**src/rtl/mcast_input_ctrl.sv**
```systemverilog
// ---------------------------------------------------------------------------
// mcast_input_ctrl
//
// Input-port controller for a router input buffer that replays a multicast
// packet once per destination. A head flit with a non-empty candidate mask
// is latched into a "remain" set. Each pass asks the VC allocator for one
// target picked from that set. After the tail of a non-last pass, the FIFO
// read pointer is rewound so the same packet streams out again. Legacy mode
// (MCAST_EN = 0) requests the whole mask in one pass and always pops.
//
// Ports
//   clk_i            clock, all state on the rising edge
//   rstn_i           asynchronous active-low reset
//   fifo_empty_i     input buffer empty
//   flit_type_i      type of the buffer head flit (head / body / tail)
//   flit_fire_i      head-of-buffer flit moved through the crossbar
//   cand_vc_i        route-calculator candidate output mask
//   vc_req_o         request to the VC allocator
//   vc_sel_i         allocator-selected output VC
//   vc_granted_i     allocator grant strobe
//   xb_sel_o         crossbar select
//   pop_o            1 = consume fired flits, 0 = retain them for replay
//   read_reset_o     one-cycle pulse, rewind FIFO read pointer to packet head
//   credit_cnt_i     downstream credits (used only when FC_EN = 1)
//   pass_cnt_o       completed passes of the current packet
//   busy_o           controller is not idle
//   err_empty_cand_o one-cycle pulse, head flit arrived with an empty mask
// ---------------------------------------------------------------------------
module mcast_input_ctrl #(
    parameter int unsigned NPORT      = 5,
    parameter int unsigned MCAST_EN   = 1,
    parameter int unsigned ARB_RR     = 1,
    parameter int unsigned FC_EN      = 0,
    parameter int unsigned FC_PKT_LEN = 16,
    parameter int unsigned CRED_W     = 32
) (
    input  logic                         clk_i,
    input  logic                         rstn_i,
    input  logic                         fifo_empty_i,
    input  logic [1:0]                   flit_type_i,
    input  logic                         flit_fire_i,
    input  logic [NPORT-1:0]             cand_vc_i,
    output logic [NPORT-1:0]             vc_req_o,
    input  logic [NPORT-1:0]             vc_sel_i,
    input  logic                         vc_granted_i,
    output logic [NPORT-1:0]             xb_sel_o,
    output logic                         pop_o,
    output logic                         read_reset_o,
    input  logic [CRED_W-1:0]            credit_cnt_i,
    output logic [$clog2(NPORT+1)-1:0]   pass_cnt_o,
    output logic                         busy_o,
    output logic                         err_empty_cand_o
);

    localparam int unsigned PCW  = $clog2(NPORT + 1);
    localparam int unsigned PTRW = $clog2(NPORT);

    localparam logic [1:0] FlitBody = 2'b00;
    localparam logic [1:0] FlitHead = 2'b01;
    localparam logic [1:0] FlitTail = 2'b10;

    localparam logic [PTRW-1:0]   LastIdx = PTRW'(NPORT - 1);
    // Gate needs room for the packet minus the two flits the pipeline absorbs.
    localparam logic [CRED_W-1:0] CredThr = CRED_W'(FC_PKT_LEN - 2);
    localparam logic [NPORT-1:0]  OneHot0 = {{(NPORT-1){1'b0}}, 1'b1};

    typedef enum logic [1:0] {
        StIdle = 2'd0,
        StReq  = 2'd1,
        StXfer = 2'd2
    } state_e;

    state_e            state_q, state_d;
    logic [NPORT-1:0]  remain_q, remain_d;
    logic [NPORT-1:0]  lock_q, lock_d;
    logic [NPORT-1:0]  tgt_q, tgt_d;
    logic [PTRW-1:0]   ptr_q, ptr_d;
    logic [PCW-1:0]    pass_q, pass_d;

    logic              head_vis;
    logic              is_tail;
    logic              gate_open;
    logic              pick_found;
    logic [PTRW-1:0]   pick_idx;
    logic [NPORT-1:0]  target;
    logic              last_pass;
    logic              tail_done;

    // -----------------------------------------------------------------------
    // Shared decode
    // -----------------------------------------------------------------------
    assign head_vis  = ~fifo_empty_i & (flit_type_i == FlitHead);
    assign is_tail   = (flit_type_i == FlitTail);
    assign gate_open = head_vis & ((FC_EN == 0) | (credit_cnt_i >= CredThr));

    // Target pick: first set bit of remain, scanning upward from the RR
    // pointer (or from index 0 in fixed-priority mode) and wrapping.
    always_comb begin
        pick_found = 1'b0;
        pick_idx   = '0;
        for (int k = 0; k < int'(NPORT); k++) begin
            int j;
            j = (ARB_RR != 0) ? int'(ptr_q) + k : k;
            if (j >= int'(NPORT)) begin
                j = j - int'(NPORT);
            end
            if (!pick_found && remain_q[PTRW'(j)]) begin
                pick_found = 1'b1;
                pick_idx   = PTRW'(j);
            end
        end
    end

    always_comb begin
        target = '0;
        if (MCAST_EN == 0) begin
            target = remain_q;
        end else if (pick_found) begin
            target = OneHot0 << pick_idx;
        end
    end

    // The latched target is what the current pass is serving.
    assign last_pass = (MCAST_EN == 0) || ((remain_q & ~tgt_q) == '0);
    assign tail_done = (state_q == StXfer) & flit_fire_i & is_tail;

    // -----------------------------------------------------------------------
    // State register
    // -----------------------------------------------------------------------
    always_ff @(posedge clk_i or negedge rstn_i) begin
        if (!rstn_i) begin
            state_q  <= StIdle;
            remain_q <= '0;
            lock_q   <= '0;
            tgt_q    <= '0;
            ptr_q    <= '0;
            pass_q   <= '0;
        end else begin
            state_q  <= state_d;
            remain_q <= remain_d;
            lock_q   <= lock_d;
            tgt_q    <= tgt_d;
            ptr_q    <= ptr_d;
            pass_q   <= pass_d;
        end
    end

    // -----------------------------------------------------------------------
    // Next-state logic
    // -----------------------------------------------------------------------
    always_comb begin
        state_d  = state_q;
        remain_d = remain_q;
        lock_d   = lock_q;
        tgt_d    = tgt_q;
        ptr_d    = ptr_q;
        pass_d   = pass_q;
        unique case (state_q)
            StIdle: begin
                if (head_vis && (cand_vc_i != '0)) begin
                    remain_d = cand_vc_i;
                    pass_d   = '0;
                    state_d  = StReq;
                end
            end
            StReq: begin
                if (vc_granted_i) begin
                    lock_d  = vc_sel_i;
                    tgt_d   = target;
                    state_d = StXfer;
                    if (MCAST_EN != 0) begin
                        ptr_d = (pick_idx == LastIdx) ? '0 : pick_idx + PTRW'(1);
                    end
                end
            end
            StXfer: begin
                if (tail_done) begin
                    remain_d = remain_q & ~tgt_q;
                    pass_d   = pass_q + PCW'(1);
                    lock_d   = '0;
                    state_d  = last_pass ? StIdle : StReq;
                end
            end
            default: begin
                state_d = StIdle;
            end
        endcase
    end

    // -----------------------------------------------------------------------
    // Output logic
    // -----------------------------------------------------------------------
    always_comb begin
        vc_req_o         = '0;
        xb_sel_o         = '0;
        pop_o            = (MCAST_EN == 0);
        read_reset_o     = 1'b0;
        err_empty_cand_o = 1'b0;
        unique case (state_q)
            StIdle: begin
                // Qualified by reset so the pulse cannot appear while held in reset.
                err_empty_cand_o = rstn_i & head_vis & (cand_vc_i == '0);
            end
            StReq: begin
                if (gate_open) begin
                    vc_req_o = target;
                end
                if (vc_granted_i) begin
                    xb_sel_o = vc_sel_i;
                end
            end
            StXfer: begin
                xb_sel_o = lock_q;
                if (MCAST_EN != 0) begin
                    pop_o = last_pass;
                end
                read_reset_o = tail_done & ~last_pass;
            end
            default: begin
                vc_req_o = '0;
            end
        endcase
    end

    assign pass_cnt_o = pass_q;
    assign busy_o     = (state_q != StIdle);

endmodule

```
**config.mk**
```make
export PLATFORM = sky130hd
export DESIGN_NAME = mcast_input_ctrl
export DESIGN_NICKNAME = d
export VERILOG_FILES = /design/src/rtl/mcast_input_ctrl.sv
export SDC_FILE = /design/constraint.sdc
export NUM_CORES = 1
export LEC_CHECK = 0
export CORE_AREA = 10 10 109 111
export CTS_CLUSTER_DIAMETER = 100
export DETAILED_ROUTE_END_ITERATION = 10
export DIE_AREA = 0 0 119 121
export DONT_BUFFER_PORTS = 1
export GPL_ROUTABILITY_DRIVEN = 0
export PLACE_DENSITY = 0.42
export SLEW_MARGIN = 20
export SYNTH_ARGS = -nofsm -noshare
export SYNTH_HDL_FRONTEND = slang
export SYNTH_SLANG_ARGS = --single-unit
```
**constraint.sdc**
```tcl
create_clock -name clk_i -period 5.6 [get_ports clk_i]
set_input_delay 0.56 -clock clk_i [delete_from_list [all_inputs] [get_ports clk_i]]
set_output_delay 0.56 -clock clk_i [all_outputs]
set_load 0.01 [all_outputs]
```
==> results of run 1 <==
==> Yosys cell counts, types with 7 or more instances <==
master / instances / area share (%)
sky130_fd_sc_hd__inv_1: 17 / 2.7
sky130_fd_sc_hd__nor2_1: 18 / 2.9
sky130_fd_sc_hd__ha_1: 14 / 7.4
sky130_fd_sc_hd__a22o_1: 7 / 2.6
sky130_fd_sc_hd__nand2_1: 27 / 4.3
sky130_fd_sc_hd__mux2i_1: 7 / 3.0
sky130_fd_sc_hd__nor3_1: 8 / 1.7
sky130_fd_sc_hd__nor2b_1: 10 / 2.7
sky130_fd_sc_hd__nand3_1: 9 / 1.9
sky130_fd_sc_hd__dfrtp_1: 23 / 24
sky130_fd_sc_hd__o21ai_0: 19 / 4.0
sky130_fd_sc_hd__a21oi_1: 13 / 2.8
==> power groups by stage <==
stage	sequential, uW	clock (uW)	combinational [uW]
after detailed placement	315	0	1520
after floorplan	285	0	1240
after global routing	324	115	1720
after global placement	314	0	1520
final	311	102	1530
after CTS	311	108	1530
==> how the worst min path moves through the flow <==
stage,slack (ns),start,end
2_1_floorplan,0.26,rstn_i,lock_q[0]$_DFFE_PN0P_
3_3_place_gp,0.27,rstn_i,lock_q[2]$_DFFE_PN0P_
3_5_place_dp,0.27,rstn_i,lock_q[2]$_DFFE_PN0P_
4_1_cts,0.09,rstn_i,lock_q[2]$_DFFE_PN0P_
5_1_grt,0.09,rstn_i,lock_q[4]$_DFFE_PN0P_
6_report,0.09,rstn_i,lock_q[4]$_DFFE_PN0P_
==> registers in the layout, indices dropped and copies added, names as in the netlist <==
register	cells
lock_q	5
remain_q	5
tgt_q	5
pass_cnt_o	3
ptr_q	3
state_q	2
==> stage by stage <==
step | power [uW] | instances
floorplan | 1530 | 282
global placement | 1840 | 406
detailed placement | 1830 | 406
CTS | 1950 | 411
global route | 2160 | 411
finish | 1940 | 411
==> worst register-to-register path, stage by stage (launching register included) <==
cell and delay (ns):
sky130_fd_sc_hd__dfrtp_1 0.39, sky130_fd_sc_hd__inv_2 0.23, sky130_fd_sc_hd__ha_1 0.29, sky130_fd_sc_hd__ha_1 0.38, sky130_fd_sc_hd__or2_2 0.37, sky130_fd_sc_hd__o211ai_1 0.24, sky130_fd_sc_hd__a211oi_1 0.08, sky130_fd_sc_hd__a211oi_1 0.59
sky130_fd_sc_hd__nand2_1 0.22, sky130_fd_sc_hd__or4_1 0.52, sky130_fd_sc_hd__o21a_2 0.18, sky130_fd_sc_hd__nor2_1 0.12, sky130_fd_sc_hd__ha_1 0.24, sky130_fd_sc_hd__o31ai_1 0.23
==> routing by layer <==
metal  global-route usage [%]  vias to the layer above
li1                         -                     1042
met1                     13.0                      972
met2                     14.9                       51
met3                    0.931                        4
met4                     2.29                        0
met5                        0                        -
==> layout make-up <==
type | instances | area (sq um)
fill | 1083 | 7090
tap | 133 | 166
multi-input combinational | 228 | 1640
clock buffer | 3 | 41.3
inverter | 18 | 67.6
timing repair buffer | 5 | 50.0
clock inverter | 1 | 5.00
sequential | 23 | 576
==> cell families after synthesis <==
| family | count (synthesis) |
|---|---|
| adder cells (fa/ha/maj) | 15 |
| flip-flops | 23 |
| AO/OA/AOI/OAI | 92 |
| XOR/XNOR | 6 |
| AND/OR/NAND/NOR | 104 |
| multiplexers | 11 |
| buffers and inverters | 31 |
==> repair_timing <==
action | CTS | global route
hold buffers | 1 | 0
hold endpoints to repair | 23 | 0
buffers inserted | 0 | 0
gates resized for setup | 0 | 0
==> results.rst, run 1 <==
.. list-table::
   :header-rows: 1

   * - Metric
     - Value
   * - DRT Wirelength
     - 6770 um
   * - Met3 Routed Length
     - 236 um
   * - Maximum achievable frequency
     - 0.201 GHz
   * - Bufs on Longest Clock Path
     - 2
   * - Worst-case reg-to-reg path depth
     - 13
   * - Via density
     - 5.03
   * - Critical Path End
     - vc_req_o[3]
   * - Mean routed wirelength per cell
     - 16.5 um
   * - Final number of setup-violating endpoints
     - 0
   * - Number of optimization iterations in the first detailed-route pass
     - 4
   * - GRT Total Usage
     - 9.30%
   * - Depth of the CTS H-tree
     - 1
   * - Number of enable-type register cells in the synthesized netlist
     - 0
   * - Final Max Slew Viols
     - 0
   * - Total inserted antenna cells
     - 0
   * - Wire length of the first global-routing pass
     - 11200 um
   * - Post-route setup TNS
     - 0 ns
   * - Simple logic cell fraction of the synthesized area
     - 24.7%
   * - Xor-xnor portion of the synthesized cell area
     - 2.55%
   * - GRT overflow
     - 0
   * - Leakage Power
     - 0.00100 uW
   * - Ys async rst share
     - 100%
   * - Post-synthesis register bit count
     - 23
   * - Top_reg_cell synth
     - sky130_fd_sc_hd__dfrtp_1
   * - Actual slew at the worst max-slew pin
     - 0.668 ns
   * - Number of warning messages in the yosys log
     - 0
   * - Nets
     - 343
   * - Area Growth Syn to Fin
     - 7.96%
   * - Count of buffering cells on the critical path with inverters included
     - 1
   * - Vias in the first global route
     - 2030
   * - Proportion of synthesized area in mux cells
     - 5.84%
   * - Worst setup slack for register-to-register paths
     - 1.45 ns
   * - Worst slew margin
     - 54.9%
   * - Crit-path slowest cell
     - sky130_fd_sc_hd__a211oi_1
   * - RSZ-0062 raised after global routing
     - no
   * - Clk pwr share
     - 5.2%
   * - Sw frac
     - 53.5%
   * - Mean instance size in the synthesized netlist
     - 8.36 sq um
   * - Path type of the worst min-delay path
     - in2async
   * - CP endpoint kind
     - primary output
   * - Most frequent standard cell in the layout excluding fill and tap cells
     - sky130_fd_sc_hd__nand2_1
   * - Final Hold Violating Endpoints
     - 0
   * - Synthesized instance count
     - 282
   * - Worst-case clock skew
     - 0.00916 ns
   * - Finished Cell Area
     - 2540 sq um
   * - Core region area
     - 9640 sq um
   * - Post-Place Setup Slack
     - 0.935 ns
   * - Maximum net fanout on the critical path
     - 11
   * - Residual DRC count
     - 0
   * - Clock buffers created by TritonCTS
     - 3
   * - Final worst path period need
     - 4.97 ns
   * - Number of max-capacitance violations reported
     - 0
   * - Die Area
     - 14400 sq um
   * - Cell Area, Placed
     - 2480 sq um
   * - Library cells used by synthesis
     - 63
   * - Initial antenna violation count
     - 0
   * - I/O Pins
     - 66
   * - Data required time at the worst endpoint
     - 5.04 ns
   * - Synthesized cell area
     - 2360 sq um
   * - Kind of cell adding the most delay to the critical path
     - simple AND/OR/NAND/NOR gates
   * - Die Width
     - 119 um
   * - Share of the synthesized area in compound gates (AO/OA/AOI/OAI)
     - 28.2%
   * - Hold WS
     - 0.0945 ns
   * - Sequential element share of the synthesized area
     - 24.4%
   * - Starting DRC count in detailed routing
     - 137
   * - Std-Cell Rows
     - 36
   * - Metal-1 WL
     - 3310 um
   * - Capture instance of the worst register-to-register path
     - ptr_q[2]$_DFFE_PN0P_
   * - Nature of the critical path startpoint
     - register
   * - Power density over the cells
     - 763 nW/um^2
   * - Net switching power figure
     - 1040 uW
   * - Maximum number of pins on one net before global-route repair
     - 30
   * - HPWL after detailed placement
     - 5150 um
   * - Number of port buffers
     - 0
   * - Cell-by-cell listing of the critical path
     - inv_2 > ha_1 > ha_1 > or2_2 > o211ai_1 > a211oi_1 > a211oi_1 > nand2_1 > or4_1 > o21a_2 > nor2_1 > ha_1 > nor3b_1
   * - CP Launch Point
     - ptr_q[0]$_DFFE_PN0P_
   * - Largest stage delay, worst path
     - 0.59 ns
   * - Start of the worst register-to-register path
     - ptr_q[0]$_DFFE_PN0P_
   * - Seq pwr share
     - 16.0%
   * - Cell-internal power
     - 902 uW
   * - Stages on worst setup path
     - 13
   * - Initial cell density of the core
     - 24.5%
   * - Arrival time reported for the critical path endpoint
     - 4.41 ns
   * - Main combinational cell family by area after synthesis
     - compound AO/OA/AOI/OAI gates
   * - Met2 wire length
     - 3140 um
   * - Post-route worst setup slack
     - 0.635 ns
   * - Uppermost layer routed
     - met4
   * - Antenna Nets Post-Route
     - 0
   * - Clock-pin slew on the worst setup and hold paths
     - 0.09 ns
   * - Adder and majority gate portion of the synthesized area
     - 8.28%
   * - Setup Crit Path Kind
     - reg2out
   * - Period utilization
     - 88.7%
   * - Comb power frac
     - 78.8%
   * - Run status
     - finished, final reports clean
   * - Final core utilization
     - 26.4%
   * - Clock latency at the later pin of the worst-skew pair
     - 0.26 ns
   * - Die Y-Extent
     - 121 um
   * - CTS tree
     - built
   * - Leading cell types in the layout, fill and taps excluded
     - 27 x sky130_fd_sc_hd__nand2_1, 23 x sky130_fd_sc_hd__dfrtp_1, 19 x sky130_fd_sc_hd__o21ai_0, 18 x sky130_fd_sc_hd__nor2_1, 17 x sky130_fd_sc_hd__inv_1
   * - Total number of clock tree sinks
     - 23
   * - Fraction of final layout cells with drive strength greater than 1
     - 10.1%
   * - Syn Nets
     - 346
   * - Cell mode on critical path
     - sky130_fd_sc_hd__ha_1
   * - Maximum vdd ir drop
     - 0.335 mV
   * - Clk root buf
     - sky130_fd_sc_hd__clkbuf_8
   * - Vias after detailed routing
     - 2069
(Power assumes the default switching activity.)
==> inputs of run 2 (changes only) <==
CORE_AREA = 10 10 124 98   (was 10 10 109 111)
DIE_AREA = 0 0 134 108   (was 0 0 119 121)
PLACE_DENSITY = not set   (was 0.42)
PLACE_DENSITY_LB_ADDON = 0.3   (was not set)
==> run 2 against run 1 <==
Net effect: hold slack improved by 0.18 ns; critical path depth did not move; first-iteration DRC count fell by 15%; flip-flop and latch count did not move.
==> results.rst, run 2 (synthesis results as in run 1) <==
.. list-table::
   :header-rows: 1

   * - Metric
     - Value
   * - Run status
     - finished, final reports clean
   * - Number of cells in the finished layout apart from fillers
     - 413
   * - Clock buffers created by TritonCTS
     - 3
   * - Clock latency at the later pin of the worst-skew pair
     - 0.26 ns
   * - HPWL after detailed placement
     - 5170 um
   * - Cell-by-cell listing of the critical path
     - inv_2 > ha_1 > ha_1 > or2_2 > o21ai_0 > o22ai_1 > a211oi_1 > nand2_1 > or4_1 > o21a_2 > nor2_1 > ha_1 > nor3b_1
   * - Start of the worst register-to-register path
     - ptr_q[0]$_DFFE_PN0P_
   * - Die Area
     - 14500 sq um
   * - Top flop regs
     - lock_q x5, remain_q x5, tgt_q x5
   * - Depth of the CTS H-tree
     - 1
   * - Mean routed wirelength per cell
     - 16.1 um
   * - Maximum vdd ir drop
     - 0.340 mV
   * - FILL cells
     - 1092
   * - Crit-path slowest cell
     - sky130_fd_sc_hd__a211oi_1
   * - Path type of the worst min-delay path
     - in2async
   * - CP endpoint kind
     - primary output
   * - RSZ-0062 raised after global routing
     - no
   * - Leading cell types in the layout, fill and taps excluded
     - 27 x sky130_fd_sc_hd__nand2_1, 23 x sky130_fd_sc_hd__dfrtp_1, 19 x sky130_fd_sc_hd__o21ai_0, 18 x sky130_fd_sc_hd__nor2_1, 17 x sky130_fd_sc_hd__inv_1
   * - Bufs on Longest Clock Path
     - 2
   * - Count of buffering cells on the critical path with inverters included
     - 1
   * - Clk root buf
     - sky130_fd_sc_hd__clkbuf_16
   * - Seq pwr share
     - 15.4%
   * - Nature of the critical path startpoint
     - register
   * - Period utilization
     - 88.0%
   * - Post-cts sizing count
     - 0
   * - Vias in the first global route
     - 2001
   * - Vias after detailed routing
     - 2058
   * - Starting DRC count in detailed routing
     - 117
   * - Data required time at the worst endpoint
     - 5.04 ns
   * - Maximum net fanout on the critical path
     - 11
   * - Actual slew at the worst max-slew pin
     - 0.734 ns
   * - Worst slew margin
     - 50.4%
   * - Number of max-capacitance violations reported
     - 0
   * - Number of instances in the placed design
     - 408
   * - Most frequent standard cell in the layout excluding fill and tap cells
     - sky130_fd_sc_hd__nand2_1
   * - Die Width
     - 134 um
   * - Residual DRC count
     - 0
   * - GRT overflow
     - 0
   * - Fraction of final layout cells with drive strength greater than 1
     - 9.75%
   * - Sw frac
     - 52.6%
   * - Final core utilization
     - 25.9%
   * - DRT Wirelength
     - 6640 um
   * - Comb power frac
     - 76.7%
   * - Number of optimization iterations in the first detailed-route pass
     - 4
   * - Final worst path period need
     - 4.93 ns
   * - Clock-pin slew on the worst setup and hold paths
     - 0.06 ns
   * - Leakage Power
     - 0.00101 uW
   * - Std-Cell Rows
     - 32
   * - Via density
     - 4.98
   * - Wire length of the first global-routing pass
     - 11000 um
   * - Initial cell density of the core
     - 23.8%
   * - Arrival time reported for the critical path endpoint
     - 4.37 ns
   * - Clk pwr share
     - 7.9%
   * - Core region area
     - 9890 sq um
   * - Critical Path End
     - vc_req_o[3]
   * - CP Launch Point
     - ptr_q[0]$_DFFE_PN0P_
   * - Cell mode on critical path
     - sky130_fd_sc_hd__ha_1
   * - I/O Pins
     - 66
   * - Power density over the cells
     - 778 nW/um^2
   * - Total number of clock tree sinks
     - 23
   * - Worst setup slack for register-to-register paths
     - 1.51 ns
   * - Setup Crit Path Kind
     - reg2out
   * - Net switching power figure
     - 1050 uW
   * - Final number of setup-violating endpoints
     - 0
   * - Area Growth Syn to Fin
     - 8.70%
   * - Cell-internal power
     - 945 uW
   * - Die Y-Extent
     - 108 um
   * - Total inserted antenna cells
     - 0
   * - CTS tree
     - built
   * - Worst-case reg-to-reg path depth
     - 13
   * - Kind of cell adding the most delay to the critical path
     - simple AND/OR/NAND/NOR gates
   * - Final Max Slew Viols
     - 0
   * - GRT Total Usage
     - 9.15%
   * - Antenna Nets Post-Route
     - 0
   * - Post-route setup TNS
     - 0 ns
   * - Worst-case clock skew
     - 0.00646 ns
   * - Capture instance of the worst register-to-register path
     - ptr_q[2]$_DFFE_PN0P_
   * - Maximum number of pins on one net before global-route repair
     - 30
   * - Maximum achievable frequency
     - 0.203 GHz
   * - Initial antenna violation count
     - 0
   * - Largest stage delay, worst path
     - 0.56 ns
   * - Final Hold Violating Endpoints
     - 0
   * - Nets
     - 342
   * - Stages on worst setup path
     - 13
   * - Number of port buffers
     - 0
## run 2: cell count changes in the layout (fill, tap and decap cells not counted), sizes merged
cell	change
clkinv	-1
clkinvlp	+1
buf	-1
## run 2: timing repair
action | CTS | global route
setup endpoints to repair | 0 | 0
hold endpoints to repair | 23 | 0
setup buffers | 0 | 0
hold buffers | 1 | 0
## run 2: stage by stage
| stage | total power (uW) | area, sq um | hold slack, ns | setup WS, ns |
|---|---|---|---|---|
| final | 1990 | 2560 | 0.271 | 0.671 |
| after global routing | 2180 | 2560 | 0.312 | 0.412 |
| after CTS | 1990 | 2570 | 0.439 | 0.711 |
| after detailed placement | 1820 | 2470 | 0.265 | 0.995 |
| after global placement | 1810 | 2470 | 0.265 | 0.980 |
| after floorplan | 1530 | 2360 | 0.264 | 1.44 |
## run 2: metal layers
layer	track usage, %	vias up	part of all wire, %
li1	-	1043	-
met3	1.90	4	3.8
met5	0	-	0
met4	1.16	0	0.59
met1	13.8	981	53
met2	13.2	30	42
## run 2: layout make-up
type / count / area (sq um) / area share (%)
inverter: 18 / 67.6 / 2.64
clock buffer: 3 / 75.1 / 2.93
clock inverter: 1 / 7.51 / 0.293
multi-input combinational: 228 / 1640 / 64.0
tap: 136 / 170 / 6.64
timing repair buffer: 4 / 27.5 / 1.07
sequential: 23 / 576 / 22.5
## run 2: worst min-delay path by stage
stage,end,slack (ns),cells past startpoint
after CTS,remain_q[1]$_DFFE_PN0P_,0.44,1
after detailed placement,lock_q[1]$_DFFE_PN0P_,0.27,0
after global routing,tgt_q[3]$_DFFE_PN0P_,0.31,1
after global placement,lock_q[1]$_DFFE_PN0P_,0.27,0
final,lock_q[4]$_DFFE_PN0P_,0.27,1
after floorplan,lock_q[0]$_DFFE_PN0P_,0.26,0
## run 2: power groups by stage
stage,Clock [uW],Sequential (uW),Combinational [uW]
after floorplan,0,285,1240
after global placement,0,309,1500
after detailed placement,0,310,1510
after CTS,160,306,1520
after global routing,167,320,1700
final,157,308,1530
## run 2: worst reg2reg max path, delay by kind of cell, from the launching register on
kind	cells	cell delay, ns
DFF	1	0.38
and+or+nand+nor	4	1.23
buffers and inverters	1	0.22
adders and majority gates	3	0.94
AOI/OAI and AO/OA	5	1.22
